**config.mk**
```make
export PLATFORM = sky130hd
export DESIGN_NAME = voq_req_gen
export DESIGN_NICKNAME = d
export VERILOG_FILES = /design/src/rtl/gsm_sch_pkg.sv /design/src/rtl/onehot_enc.sv /design/src/rtl/voq_req_gen.sv
export SDC_FILE = /design/constraint.sdc
export NUM_CORES = 1
export LEC_CHECK = 0
export BUFFER_PORTS_ARGS = -buffer_cell sky130_fd_sc_hd__clkbuf_2
export CAP_MARGIN = 20
export CORE_MARGIN = 4
export CORE_UTILIZATION = 43
export CTS_CLUSTER_SIZE = 25
export DETAILED_ROUTE_END_ITERATION = 16
export SYNTH_ARGS = -nofsm -noshare
export SYNTH_HDL_FRONTEND = slang
export SYNTH_HIERARCHICAL = 1
export SYNTH_SLANG_ARGS = --single-unit
```
**constraint.sdc**
```tcl
create_clock -name clk -period 3.4 [get_ports clk]
set_input_delay 0.17 -clock clk [delete_from_list [all_inputs] [get_ports clk]]
set_output_delay 0.17 -clock clk [all_outputs]
set_load 0.02 [all_outputs]
```
**src/rtl/gsm_sch_pkg.sv**
```systemverilog
// Shared definitions for the GSM switch scheduler slice: FSM encoding and default sizing.
// Used by the VOQ request generator and by rr_sch_16.
package gsm_sch_pkg;

    typedef enum logic {
        ST_IDLE = 1'b0,
        ST_XFER = 1'b1
    } sch_state_e;

    localparam int unsigned DEF_NUM_PORT     = 32'd4;
    localparam int unsigned DEF_LOG_NUM_PORT = 32'd2;
    localparam int unsigned DEF_BURST_LEN    = 32'd4;
    localparam int unsigned DEF_LOG_BURST    = 32'd2;

endpackage

```
**src/rtl/onehot_enc.sv**
```systemverilog
// Encodes a scheduler grant vector into its bit index and flags whether exactly one bit is set.
module onehot_enc #(
    parameter int unsigned NUM_PORT     = 32'd4,
    parameter int unsigned LOG_NUM_PORT = 32'd2
) (
    input  logic [NUM_PORT-1:0]     vec_i,
    output logic [LOG_NUM_PORT-1:0] idx_o,
    output logic                    is_onehot_o
);

    // Index of the highest set bit; only meaningful when is_onehot_o is set
    always_comb begin
        idx_o = '0;
        for (int i = 0; i < int'(NUM_PORT); i++) begin
            if (vec_i[i]) begin
                idx_o = LOG_NUM_PORT'(i);
            end else begin
                idx_o = idx_o;
            end
        end
    end

    assign is_onehot_o = (vec_i != '0) && ((vec_i & (vec_i - NUM_PORT'(1))) == '0);

endmodule

```
**src/rtl/voq_req_gen.sv**
```systemverilog
// Requester front end for one rr_sch instance: per-VOQ packet counters drive req/stall,
// and an accepted grant becomes a fixed-length burst read command to packet memory.
module voq_req_gen
    import gsm_sch_pkg::*;
#(
    parameter int unsigned NUM_PORT     = DEF_NUM_PORT,
    parameter int unsigned LOG_NUM_PORT = DEF_LOG_NUM_PORT,
    parameter int unsigned CNT_WIDTH    = 32'd8,
    parameter int unsigned BURST_LEN    = DEF_BURST_LEN,
    parameter int unsigned LOG_BURST    = DEF_LOG_BURST
) (
    input  logic                    clk,
    input  logic                    rst_n,
    input  logic                    clr,
    input  logic                    enq_valid,
    input  logic [LOG_NUM_PORT-1:0] enq_qid,
    output logic                    enq_drop,
    output logic [NUM_PORT-1:0]     req,
    output logic                    stall,
    input  logic [NUM_PORT-1:0]     grant,
    output logic                    err_grant,
    input  logic                    mem_ready,
    output logic                    rd_valid,
    output logic [LOG_NUM_PORT-1:0] rd_qid,
    output logic                    rd_last
);

    localparam logic [LOG_BURST-1:0] LAST_BEAT = LOG_BURST'(BURST_LEN - 32'd1);
    localparam logic [CNT_WIDTH-1:0] CNT_MAX   = {CNT_WIDTH{1'b1}};

    sch_state_e              state_q, state_d;
    logic [LOG_BURST-1:0]    beat_q, beat_d;
    logic [LOG_NUM_PORT-1:0] rd_qid_q, rd_qid_d;
    logic [LOG_NUM_PORT-1:0] gnt_idx_s;
    logic                    gnt_onehot_s, gnt_legal_s, accept_s;
    logic                    err_grant_q, err_grant_d;
    logic                    enq_drop_q;
    logic [NUM_PORT-1:0]     req_q;
    logic [NUM_PORT-1:0]     cnt_nz_q, cnt_nz_d, drop_s;

    onehot_enc #(
        .NUM_PORT     (NUM_PORT),
        .LOG_NUM_PORT (LOG_NUM_PORT)
    ) u_gnt_enc (
        .vec_i       (grant),
        .idx_o       (gnt_idx_s),
        .is_onehot_o (gnt_onehot_s)
    );

    // A grant to an empty VOQ would underflow its counter, so it is treated as illegal
    assign gnt_legal_s = gnt_onehot_s && cnt_nz_q[gnt_idx_s];

    for (genvar i = 0; i < NUM_PORT; i++) begin : g_cnt
        logic [CNT_WIDTH-1:0] cnt_q, cnt_d;
        logic                 hit_s, dec_s, full_s;

        assign hit_s       = enq_valid && (enq_qid == LOG_NUM_PORT'(i));
        assign dec_s       = accept_s && (gnt_idx_s == LOG_NUM_PORT'(i));
        assign full_s      = (cnt_q == CNT_MAX);
        assign drop_s[i]   = hit_s && full_s && !dec_s;
        assign cnt_nz_q[i] = (cnt_q != '0);
        assign cnt_nz_d[i] = (cnt_d != '0);

        // Counter next state; a simultaneous enq and grant on this VOQ cancel out
        always_comb begin
            if (clr) begin
                cnt_d = '0;
            end else if (hit_s && !dec_s && !full_s) begin
                cnt_d = cnt_q + CNT_WIDTH'(1);
            end else if (dec_s && !hit_s) begin
                cnt_d = cnt_q - CNT_WIDTH'(1);
            end else begin
                cnt_d = cnt_q;
            end
        end

        // Counter register
        always_ff @(posedge clk or negedge rst_n) begin
            if (!rst_n) begin
                cnt_q <= '0;
            end else begin
                cnt_q <= cnt_d;
            end
        end
    end

    // Transfer FSM next state and grant checking
    always_comb begin
        state_d     = state_q;
        beat_d      = beat_q;
        rd_qid_d    = rd_qid_q;
        err_grant_d = 1'b0;
        accept_s    = 1'b0;
        if (clr) begin
            state_d  = ST_IDLE;
            beat_d   = '0;
            rd_qid_d = '0;
        end else begin
            case (state_q)
                ST_IDLE: begin
                    if (grant != '0) begin
                        if (gnt_legal_s) begin
                            accept_s = 1'b1;
                            state_d  = ST_XFER;
                            rd_qid_d = gnt_idx_s;
                            beat_d   = '0;
                        end else begin
                            err_grant_d = 1'b1;
                        end
                    end else begin
                        state_d = ST_IDLE;
                    end
                end
                ST_XFER: begin
                    err_grant_d = (grant != '0);
                    if (mem_ready) begin
                        if (beat_q == LAST_BEAT) begin
                            state_d = ST_IDLE;
                            beat_d  = '0;
                        end else begin
                            beat_d = beat_q + LOG_BURST'(1);
                        end
                    end else begin
                        beat_d = beat_q;
                    end
                end
                default: begin
                    state_d = ST_IDLE;
                    beat_d  = '0;
                end
            endcase
        end
    end

    // FSM and output registers
    always_ff @(posedge clk or negedge rst_n) begin
        if (!rst_n) begin
            state_q     <= ST_IDLE;
            beat_q      <= '0;
            rd_qid_q    <= '0;
            err_grant_q <= 1'b0;
            enq_drop_q  <= 1'b0;
            req_q       <= '0;
        end else begin
            state_q     <= state_d;
            beat_q      <= beat_d;
            rd_qid_q    <= rd_qid_d;
            err_grant_q <= err_grant_d;
            enq_drop_q  <= clr ? 1'b0 : (|drop_s);
            req_q       <= cnt_nz_d;
        end
    end

    assign req       = req_q;
    assign stall     = (state_q == ST_XFER);
    assign rd_valid  = (state_q == ST_XFER);
    assign rd_qid    = rd_qid_q;
    assign rd_last   = rd_valid && (beat_q == LAST_BEAT);
    assign enq_drop  = enq_drop_q;
    assign err_grant = err_grant_q;

endmodule

```
Yosys cells after proc, flatten, opt, wreduce, memory -nomap -nowiden
Index checks and enable logic that the tools add are counted.

Bits in writable memories: 0. Logic and storage cells: 138. Bits of input ports: 11. Bits in read-only memories: 0. Bits in latches: 0. Output and inout port bits: 11. Register bits: 43. Memories kept: 0.

Eq/ne operators: 15. Multiplexer cells: 40. $lt $le $gt $ge: 1. Shift-type cells: 0. Reductions and logical operators: 60. Bitwise logic cells: 2. Multipliers: 0. Divide/modulo/power cells: 0. Add/sub/neg operators: 10.

Operators with widths (number): $mux 8 (12); $reduce_bool 8->1 (8); $add 8x1->8 const B (4); $eq 8x8->1 const B (4); $sub 8x1->8 const B (4); $logic_and 1x1->1 (31); $mux 2 (11); $mux 1 (13); $logic_not 1->1 (12); $eq 2x2->1 const B (5); $ne 3x3->1 const B (3); $reduce_and 3->1 (2); $and 4x4->4 (1); $eq 2x1->1 const B (2); $logic_not 2->1 (2); $logic_not 4->1 (1); $pmux 1 s2 (2); $pmux 2 s2 (1); $reduce_bool 2->1 (2); $reduce_bool 4->1 (1); $reduce_or 4->1 (1); $sub 4x1->4 const B (1); $lt 2x3->1 const B (1); $add 2x1->2 const B (1); 3 further kinds (3).

Longest topological paths before layout
Word-level depth: 17. Gate-level depth with buffers: 12.

By module
Netlist, hierarchy kept.

By module, submodules not included: voq_req_gen (times used 1, area each 2959.1 sq um, cells an instance 329, seq. area each 1076.0 sq um); onehot_enc (times used 1, area each 55.1 sq um, cells an instance 7, seq. area each 0.0 sq um).

Worst setup path before layout
Ideal clock, no wire load.

Path type: input-to-reg. Start: input port grant[3]. End: register req_q[3] (netlist: req[3]). Cell stages on the path: 11. Buffers on the path: 1. Arrival: 3.248 ns. Required time: 3.261 ns. Setup slack: 0.013 ns. Library setup time: 0.139 ns. Cell sequence: or4b_1 o211ai_1 nor2b_1 nand4_1 or4b_4 buf_6 and2b_4 a22oi_1 mux2_4 or4_1 or4b_1.

Longest elaborated chain between the ends: 16. Elaborated cells between the ends (all ways): 23. Those cells by class: 1 x add/sub; 1 x eq/ne; 10 x mux; 1 x bitwise; 10 x reduce/logical.

Ends and longest elaborated chain: start, declared (line voq_req_gen.sv:20) `input logic [NUM_PORT-1:0] grant,`; $sub 4x1->4 (line onehot_enc.sv:23) `assign is_onehot_o = (vec_i != '0) && ((vec_i & (vec_i - NUM_PORT'(1))) == '0);`; $and 4x4->4 (line onehot_enc.sv:23); $logic_not 4->1 (line onehot_enc.sv:23); $logic_and 1x1->1 * (line onehot_enc.sv:23); named net gnt_onehot_s (line voq_req_gen.sv:35) `logic gnt_onehot_s, gnt_legal_s, accept_s;`; $logic_and 1x1->1 * (line voq_req_gen.sv:51) `assign gnt_legal_s = gnt_onehot_s && cnt_nz_q[gnt_idx_s];`; $mux 1 * (line voq_req_gen.sv:102) `if (gnt_legal_s) begin`; $mux 1 * (line voq_req_gen.sv:101) `if (grant != '0) begin`; (+2 left out); $logic_and 1x1->1 * (line voq_req_gen.sv:58) `assign dec_s = accept_s && (gnt_idx_s == LOG_NUM_PORT'(i));`; $logic_not 1->1 (line voq_req_gen.sv:68) `end else if (hit_s && !dec_s && !full_s) begin`; $logic_and 1x1->1 (2 in series) (line voq_req_gen.sv:68); $mux 8 * (line voq_req_gen.sv:68); $mux 8 * (line voq_req_gen.sv:66) `if (clr) begin`; named net g_cnt[3].cnt_d[2] (line voq_req_gen.sv:54) `logic [CNT_WIDTH-1:0] cnt_q, cnt_d;`; $reduce_bool 8->1 * (line voq_req_gen.sv:62) `assign cnt_nz_d[i] = (cnt_d != '0);`; named net cnt_nz_d[3] (line voq_req_gen.sv:39) `logic [NUM_PORT-1:0] cnt_nz_q, cnt_nz_d, drop_s;`; end signal, assigned (line voq_req_gen.sv:150) `req_q <= cnt_nz_d;`; end, declared (line voq_req_gen.sv:38) `logic [NUM_PORT-1:0] req_q;`.

The timed path passes the listed nets; every way through them passes the cells marked *. The select of a mux whose other input is x is not followed. A chain may end at the register's enable or synchronous reset.

Worst setup path in the final report
Ends and elaborated chain as after synthesis.

==> qor_table.md <==
| Step | Result | Value |
| --- | --- | --- |
| yosys | Yosys top cell area share | 35.7% |
| detailed routing | Routed length on met3 | 209 um |
| grt | Remaining global-route overflow | 0 |
| grt | Global-route wire length before repair | 12000 um |
| place | Last weighted congestion value of the routability-driven placer | 0.846 |
| sta | Setup-failing EPs final | 0 |
| detailed routing | Met2 routed wirelength | 3270 um |
| sta | Period Utilization, post-route | 97.2% |
| detailed routing | Number of DRC violations after detailed-routing iteration 0 | 110 |
| setup path | Critical path endpoint category | flop |
| yosys | Seq/Total Area, Yosys | 35.7% |
| detailed routing | Top sig layer | met4 |
| detailed routing | Number of remaining DRC errors | 0 |
| yosys | Mapped Cells | 336 |
| grt | Antenna violations before repair | 0 |
| die | Initial Util | 44.4% |
| grt | Largest net degree at the start of global routing | 44 |
| place | Post-detailed-placement half-perimeter wirelength | 5100 um |
| detailed routing | Wire length per cell after detailed routing | 14.2 um |
| die | Die outline height | 91.7 um |
| clock tree | Deepest clock path buffer count | 2 |
| place | Count of placed standard cells including taps | 477 |
| yosys | Most numerous cell types in the synthesized netlist | dfrtp_1, nor2_1, nand3_1 |
| yosys | Post-synth cell types | 61 |
| outcome | Result of the run | completed |
| sta | Final hold violation count | 0 |
| die | Io pins | 22 |
| sta | Worst Tran Pin Value | 0.627 ns |
| sta | Slew HR | 57.7% |
| die | Number of placement rows | 30 |
| die | Area of the core region | 6790 um2 |
| yosys | Number of enable flip-flop cells after synthesis | 0 |
| power and ir drop | Internal power consumption | 0.000809 W |
| cells and area | Final-stage net count | 412 |
| yosys | Number of synthesized register bits | 43 |
| cells and area | Diodes inserted | 0 |
| clock tree | CTS Buf Count | 5 |
| power and ir drop | Clk network pwr share | 32.1% |
| sta | Worst hold-check slack | 0.103 ns |
| sta | Final Skew | 0.00559 ns |
| setup path | Endpoint required time on the critical path | 3.57 ns |
| power and ir drop | Worst ir drop on vdd | 0.187 mV |
| clock tree | CTS tree | built |
| yosys | Net Count, Synth | 357 |
| place | Number of buffers inserted by port buffering | 21 |
| grt | Total routing usage reported by global routing | 17.1% |
| cells and area | Share of post-route cells with drive strength above 1 | 22.7% |
| grt | Number of global-route vias before repair | 2602 |
| detailed routing | Via count | 2688 |
| power and ir drop | P_leak | 1.66 nW |
| clock tree | Clock root buffer | clkbuf_8 |
| setup path | R2R setup slack | 0.15 ns |
| yosys | Warnings, synthesis | 6 |
| sta | Max-slew violation count | 0 |
| cells and area | Final core utilization | 52.7% |
| detailed routing | Post-route ant nets | 0 |
| detailed routing | Post-Route M1 WL | 3380 um |
| flow run | Max-capacitance violation count | 0 |
| setup path | Arrival time worst endpoint | 3.47 ns |
| detailed routing | Wirelength, routed | 6930 um |
| clock tree | H-tree depth | 2 |
| clock tree | Source-to-sink clock delay at the later pin of the worst-skew pair | 0.29 ns |
| power and ir drop | Total net switching power | 0.000315 W |
| setup path | Sort of element at the start of the critical path | input port |
| die | Die boundary width | 91.7 um |
| die | Full die area | 8410 um2 |
| clock tree | Clock-pin slew reported for the worst setup and hold paths after clock tree synthesis | 0.08 ns |
| clock tree | Sinks on Clock Net | 43 |
| power and ir drop | Switch share | 28.0% |
| detailed routing | Detail-routed via count per cell | 5.51 |
| min path | Type of the tightest min-delay check | in2reg |
| power and ir drop | Portion of total power attributed to combinational logic | 19.2% |
| yosys | Synth async-reset ratio | 100% |
| sta | Smallest setup slack after layout | 0.0938 ns |
| cells and area | Area growth, synth to finish | 18.8% |
| yosys | Leading register cell type out of synthesis | dfrtp_1 |
| yosys | Ranking of synthesized cells by area | dfrtp_1, nor2_1, ha_1, xor2_1, nand3_1 |
| cells and area | Number of cells in the finished layout apart from fillers | 488 |
| yosys | Netlist Area Pre-Place | 3010 um2 |
| power and ir drop | Sequential Power Share | 48.7% |
| power and ir drop | PD cells | 314 nW/um2 |
| setup path | Path type of the worst setup path | in2reg |
| yosys | Mean cell area of the mapped netlist | 8.97 um2 |
| sta | FMAX | 0.302 GHz |
| yosys | Largest area contributor in the netlist | dfrtp_1 |
| detailed routing | Number of iterations in the first detailed-routing pass | 4 |
| setup path | Max FO, Critical Path | 6 |
| sta | Fin crit period | 3.31 ns |
| place | Post-placement worst setup slack | -0.162 ns |
==> layout by cell type, fill, tap and decap left out, drive strengths merged, types with 6 or more instances in the layout <==
cell and n:
a211oi 6, a21oi 13, and2 7, and3 7
buf 39, clkbuf 29, dfrtp 43, ha 10
inv 13, nand2 14, nand3 17, nand4 11
nor2 44, nor3 13, nor3b 6, nor4 9
o21ai 8, or3 9, or4 7, xnor2 8
xor2 13
==> final timing paths <==
check	cells past startpoint	from	end
max in group asynchronous	3	rst_n	g_cnt[3].cnt_q[0]
worst min-delay path	2	mem_ready	rd_valid
worst min register to register	2	rd_qid[0]	rd_qid[0]
min in group asynchronous	3	rst_n	req[2]
worst max register to register	11	g_cnt[1].cnt_q[1]	req[3]
worst max-delay path	12	grant[3]	req[3]
==> power by group through the flow <==
stage / sequential, W / combinational, W / clock [W]
finish: 0.000548 / 0.000216 / 0.000361
detailed placement: 0.000557 / 0.000214 / 0
floorplan: 0.000568 / 0.000121 / 0
global route: 0.000552 / 0.000241 / 0.000390
global placement: 0.000557 / 0.000212 / 0
CTS: 0.000548 / 0.000216 / 0.000372
==> area by class of cell <==
cell class | count | area (um2)
Timing Repair Buffer | 61 | 408
Clock buffer | 8 | 100
Inverter | 13 | 48.8
Fill cell | 640 | 3210
Sequential cell | 43 | 1080
Multi-Input combinational cell | 267 | 1830
Tap cell | 96 | 120
==> critical path, stage by stage <==
cell      delay [ns]
clkbuf_2        0.10
or4b_1          0.52
o211ai_1        0.17
nor2b_1         0.20
nand4_1         0.12
or4b_4          0.53
buf_4           0.19
nor2_8          0.10
a22oi_2         0.09
mux2_4          0.31
or4_1           0.48
or4b_1          0.47
==> stage by stage <==
step                instance area (um2)  total power, W  setup TNS (ns)
floorplan                          3010        0.000689               0
global placement                   3450        0.000769          -0.249
detailed placement                 3450        0.000771          -0.279
CTS                                3560         0.00114               0
global route                       3580         0.00118          -0.139
finish                             3580         0.00112               0
==> cells by family (layout without fill, tap and decap cells) <==
| logic type | Yosys count | after routing | synth area share (%) |
|---|---|---|---|
| buf+inv | 26 | 82 | 3.86 |
| mux | 9 | 9 | 3.45 |
| compound gates | 57 | 57 | 13.4 |
| fa+ha+maj | 10 | 10 | 4.15 |
| simple gates | 170 | 170 | 33.3 |
| xor+xnor | 21 | 21 | 6.10 |
| flops | 43 | 43 | 35.7 |
==> per-layer routing <==
metal,global-route usage [%],vias up
li1,-,1350
met1,23.5,1292
met2,28.5,39
met3,2.71,7
met4,3.34,0
met5,0,-
==> flip-flops by register name, summed over array words and instances, names as in the netlist <==
name	flops
enq_drop	1
beat_q	2
rd_valid	1
err_grant	1
g_cnt.cnt_q	32
rd_qid	2
req	4
==> timing repair <==
action,4_1_cts,5_1_grt
endpoints found under the setup margin,0,3
hold endpoints to repair,43,0
hold buffers,1,0
buffers inserted,0,2
resized for setup,0,2
(Power assumes the default switching activity.)
